$ cat config.mk
export PLATFORM = sky130hd
export DESIGN_NAME = spi_prog_loader
export DESIGN_NICKNAME = d
export VERILOG_FILES = /design/src/rtl/spi_prog_loader.sv
export SDC_FILE = /design/constraint.sdc
export NUM_CORES = 1
export LEC_CHECK = 0
export ABC_AREA = 1
export CORE_AREA = 3 3 181 183
export DETAILED_ROUTE_END_ITERATION = 7
export DIE_AREA = 0 0 184 186
export GPL_TIMING_DRIVEN = 0
export PLACE_DENSITY = 0.47
export SETUP_SLACK_MARGIN = 0.02
export SLEW_MARGIN = 30
export SYNTH_ARGS = -nofsm -noshare
export SYNTH_HDL_FRONTEND = slang
export SYNTH_SLANG_ARGS = --single-unit
$ cat constraint.sdc
create_clock -name clk_i -period 3.3 [get_ports clk_i]
set_input_delay 0.495 -clock clk_i [delete_from_list [all_inputs] [get_ports clk_i]]
set_output_delay 0.495 -clock clk_i [all_outputs]
set_load 0.01 [all_outputs]
$ cat src/rtl/spi_prog_loader.sv
// Boot-load sequencer: buffers SPI-received instruction words and writes them to
// consecutive ICCM word addresses, then releases the core from reset.
module spi_prog_loader #(
    parameter int unsigned           DATA_WIDTH = 32,
    parameter int unsigned           ADDR_WIDTH = 32,
    parameter logic [ADDR_WIDTH-1:0] BASE_ADDR  = '0,
    parameter int unsigned           MAX_WORDS  = 4096,
    parameter int unsigned           FIFO_DEPTH = 4
) (
    input  logic                         clk_i,
    input  logic                         rst_ni,
    input  logic                         en_i,
    input  logic [DATA_WIDTH-1:0]        rx_word_i,
    input  logic                         rx_valid_i,
    output logic                         mem_req_o,
    output logic                         mem_we_o,
    output logic [ADDR_WIDTH-1:0]        mem_addr_o,
    output logic [DATA_WIDTH-1:0]        mem_wdata_o,
    input  logic                         mem_gnt_i,
    input  logic                         mem_rvalid_i,
    output logic                         core_rst_no,
    output logic                         load_done_o,
    output logic [$clog2(MAX_WORDS):0]   word_count_o,
    output logic                         overflow_o
);

    localparam int unsigned CW = $clog2(MAX_WORDS) + 1;
    localparam int unsigned PW = $clog2(FIFO_DEPTH);

    localparam logic [1:0] IDLE  = 2'd0;
    localparam logic [1:0] LOAD  = 2'd1;
    localparam logic [1:0] DRAIN = 2'd2;
    localparam logic [1:0] RUN   = 2'd3;

    logic [1:0]            r_state;
    logic [DATA_WIDTH-1:0] r_fifo [FIFO_DEPTH];
    logic [PW-1:0]         r_wptr;
    logic [PW-1:0]         r_rptr;
    logic [PW:0]           r_count;
    logic [CW-1:0]         r_idx;
    logic [CW-1:0]         r_widx;
    logic [CW-1:0]         r_wcount;
    logic                  r_outst;
    logic                  r_ovf;

    logic                  w_loading;
    logic                  w_push;
    logic                  w_req;
    logic                  w_pop;

    assign w_loading = (r_state == IDLE) || (r_state == LOAD);
    // Full test uses the registered count: a pop in the same cycle does not make room.
    assign w_push    = rx_valid_i && w_loading
                       && (r_count != (PW+1)'(FIFO_DEPTH))
                       && (r_idx < CW'(MAX_WORDS));
    assign w_req     = (r_count != '0) && !r_outst;
    assign w_pop     = w_req && mem_gnt_i;

    // Request fields derive only from registers, so they stay stable until the grant.
    assign mem_req_o    = w_req;
    assign mem_we_o     = w_req;
    assign mem_addr_o   = BASE_ADDR + (ADDR_WIDTH'(r_widx) << 2);
    assign mem_wdata_o  = w_req ? r_fifo[r_rptr] : '0;
    assign core_rst_no  = (r_state == RUN);
    assign load_done_o  = (r_state == RUN);
    assign word_count_o = r_wcount;
    assign overflow_o   = r_ovf;

    always_ff @(posedge clk_i) begin
        if (w_push) begin
            r_fifo[r_wptr] <= rx_word_i;
        end
    end

    always_ff @(posedge clk_i or negedge rst_ni) begin
        if (!rst_ni) begin
            r_state  <= IDLE;
            r_wptr   <= '0;
            r_rptr   <= '0;
            r_count  <= '0;
            r_idx    <= '0;
            r_widx   <= '0;
            r_wcount <= '0;
            r_outst  <= 1'b0;
            r_ovf    <= 1'b0;
        end else begin
            case (r_state)
                IDLE: begin
                    if (en_i) begin
                        r_state <= DRAIN;
                    end else if (w_push) begin
                        r_state <= LOAD;
                    end
                end
                LOAD: begin
                    if (en_i) begin
                        r_state <= DRAIN;
                    end
                end
                DRAIN: begin
                    if ((r_count == '0) && !r_outst) begin
                        r_state <= RUN;
                    end
                end
                default: r_state <= RUN;
            endcase

            if (w_push) begin
                r_wptr <= r_wptr + 1'b1;
                r_idx  <= r_idx + 1'b1;
            end else if (rx_valid_i) begin
                r_ovf <= 1'b1;
            end

            case ({w_push, w_pop})
                2'b10:   r_count <= r_count + 1'b1;
                2'b01:   r_count <= r_count - 1'b1;
                default: r_count <= r_count;
            endcase

            if (w_pop) begin
                r_rptr  <= r_rptr + 1'b1;
                r_widx  <= r_widx + 1'b1;
                r_outst <= 1'b1;
            end else if (mem_rvalid_i && r_outst) begin
                r_outst  <= 1'b0;
                r_wcount <= r_wcount + 1'b1;
            end
        end
    end

endmodule
==> run metrics <==
clk_lat worst skew=0.43 ns; CTS Buffer Depth=2; skew final=0.0199 ns; post-synth cell types=34; final hold vios=0; mapped cell area=0.00780 mm²; Leak=3.89 nW; IO buf count=100; layout cells sized above 1=12.5%; CTS root buf=clkbuf_16; status=finished, final reports clean; Fill cells=3179; ANT cells=0; Post-synth ARST share=28.1%; Critical Path End Type=primary output; Initial Util=24.9%; P per Cell Area=728 mW/mm²; final wirelength=18500 µm; Residual DRC=0; crit path cell chain=inv_2 > buf_4 > clkbuf_1 > o21ai_0 > a21oi_1 > clkdlybuf4s50_1; worst hold path type=input pin to async pin; Die Wd=184 µm; # rows=65; crit share post-route=92.2%; Post-synth EDFFs=128; relative slew slack=58.7%; GR peak layer=met2; Mean Syn Cell Area=10.9 µm²; actual slew at the worst max-slew pin=0.620 ns; final worst slack=0.258 ns; Max-Cap Viols=0; clock transition at the registers of the reported paths=0.07 ns; worst path required time=2.80 ns; register bit total from synthesis=178; Die ar.=0.0342 mm²; met2 GRT Util=18.2%; first drt pass iteration count=4; Vias per Instance=4.10; CP peak stage delay=0.59 ns; pre-CTS setup slack=0.577 ns; CP startpoint=r_rptr[0]; Synthesis Warnings=0; Primary FF master, synth=edfxtp_1; die span in y=186 µm; Syn Inst Count=715; CP arrival=2.55 ns; area grow syn2layout=30.6%; Peak VDD IR=0.328 mV; Core Box Area=0.0314 mm²; Remaining Overflow, GRT=0; # setup viols final=0; FF-to-FF Start=r_count[0]; met3 usage=3.83%; final count of pins violating max slew=0; initial antenna violation count=1; slowest CP cell=clkdlybuf4s50_1; crit path launch type=flop; Ports=120; CP Max Fanout=10; Tot GR Track Use=11.0%; 1st-iter DRT viols=213; CTS Buf Count=17; Seq/Total Area, Yosys=65.3%; postcts setup bufs=0; Crit Path Class=flop to primary output; highest clock rate=329 MHz; post-detail-place hpwl=12600 µm; quantity of gates resized following cts=0; DR vias=5230; total power=7.42 mW; antenna violation net count after detailed routing=0; CTS tree=yes; GR Layer Usage met1=14.1%; unrepaired setup endpoints after global routing=false; H-Tree Depth=4; first-pass GRT wire length=28700 µm; vias in the first global route=5093; routed wire length per instance=14.5 µm; Tmin final=3.04 ns; largest net degree at the start of global routing=36; gp weighted congestion=0.741; Num Clock Sinks=178; Final #Nets=907
Yosys cell counts (2+ instances only):
| cell type | count | area share (%) |
|---|---|---|
| inv_1 | 49 | 2.4 |
| edfxtp_1 | 128 | 49 |
| dfrtp_1 | 50 | 16 |
| nor2_4 | 5 | 0.72 |
| buf_6 | 4 | 0.58 |
| nor2_1 | 153 | 7.4 |
| ha_1 | 8 | 1.3 |
| nand3b_1 | 3 | 0.29 |
| nand4_1 | 7 | 0.56 |
| xor2_1 | 20 | 2.2 |
| o21ai_0 | 68 | 4.4 |
| nor3_2 | 2 | 0.26 |
| buf_2 | 9 | 0.58 |
| inv_2 | 2 | 0.096 |
| nand2_1 | 93 | 4.5 |
| nor3_1 | 4 | 0.26 |
| a21oi_1 | 34 | 2.2 |
| xnor2_1 | 6 | 0.67 |
| clkbuf_1 | 7 | 0.34 |
| nand3_1 | 15 | 0.96 |
| nor2_2 | 6 | 0.48 |
| xor2_2 | 2 | 0.42 |
| nand2_2 | 3 | 0.24 |
| buf_4 | 27 | 2.6 |
area by class of cell:
cell class                 count  area [µm²]  share of cell area [%]
inverter                      51         191                    1.88
clock buffer                  17         425                    4.17
tap                          402         503                    4.93
sequential                   178        5090                    50.0
timing repair buffer         108        1170                    11.5
clock inverter                15         193                    1.89
multi-input combinational    457        2300                    22.5
buffer                        47         319                    3.13
sequential cells by signal, indices dropped and copies added, names as in the netlist:
register / flops
r_outst: 1
r_state: 2
r_idx: 13
r_fifo: 128
r_rptr: 2
r_widx: 13
r_wptr: 2
overflow_o: 1
word_count_o: 13
r_count: 3
routing by layer:
layer / vias up / share of wire [%]
met3: 11 / 6.2
li1: 2632 / -
met4: 2 / 0.53
met2: 124 / 47
met5: - / 0.043
met1: 2461 / 46
through the flow:
stage | setup TNS (ns) | hold slack (ns) | utilization (%) | instances | instance area (µm²)
floorplan | 0 | 0.199 | - | 733 | 7870
global placement | -164.09 | 0.443 | 29.9 | 1235 | 9380
detailed placement | 0 | 0.385 | 30.5 | 1242 | 9560
CTS | 0 | 0.455 | 32.5 | 1275 | 10200
global route | 0 | 0.474 | 32.5 | 1275 | 10200
finish | 0 | 0.472 | 32.5 | 1275 | 10200
placed cells by master, fill, tap and decap left out, types with 19 or more instances in the layout:
| cell | Yosys | layout |
|---|---|---|
| nor2_1 | 153 | 149 |
| edfxtp_1 | 128 | 128 |
| clkdlybuf4s50_1 | 0 | 99 |
| nand2_1 | 93 | 93 |
| o21ai_0 | 68 | 68 |
| dfrtp_1 | 50 | 50 |
| inv_1 | 49 | 49 |
| a21oi_1 | 34 | 34 |
| buf_4 | 27 | 28 |
| xor2_1 | 20 | 20 |
| conb_1 | 1 | 19 |
kinds of logic after synthesis:
logic type                 synth area share, %
adders and majority gates                 1.54
other                                   0.0480
DFF                                       65.3
and+or+nand+nor                           16.4
xor gates and xnor gates                  3.33
buffers and inverters                     6.54
muxes                                    0.144
AOI/OAI and AO/OA                         6.70
power by group:
group / switching (mW) / internal (mW)
sequential: 0.114 / 2.51
combinational: 1.52 / 1.20
clock: 0.980 / 1.09
timing repair:
| action | in CTS | in global routing |
|---|---|---|
| endpoints found under the setup margin | 0 | 0 |
| hold endpoints to repair | 15 | 0 |
| hold buffers | 1 | 0 |
worst max-delay path: cells and delay by family (launching register included):
kind	cells	cell delay (ns)
buf+inv	4	1.28
compound gates	2	0.46
flops	1	0.39
final timing paths:
path,cells past startpoint,slack (ns),end
max,6,0.26,mem_wdata_o[25]
min,2,0.47,r_wptr[1]
max reg2reg,10,1.06,r_count[2]
min reg2reg,1,0.47,overflow_o
max in group asynchronous,3,2.37,r_idx[5]
min in group clk_i,1,0.47,overflow_o
Note: power is estimated with default switching activity, not from simulation.
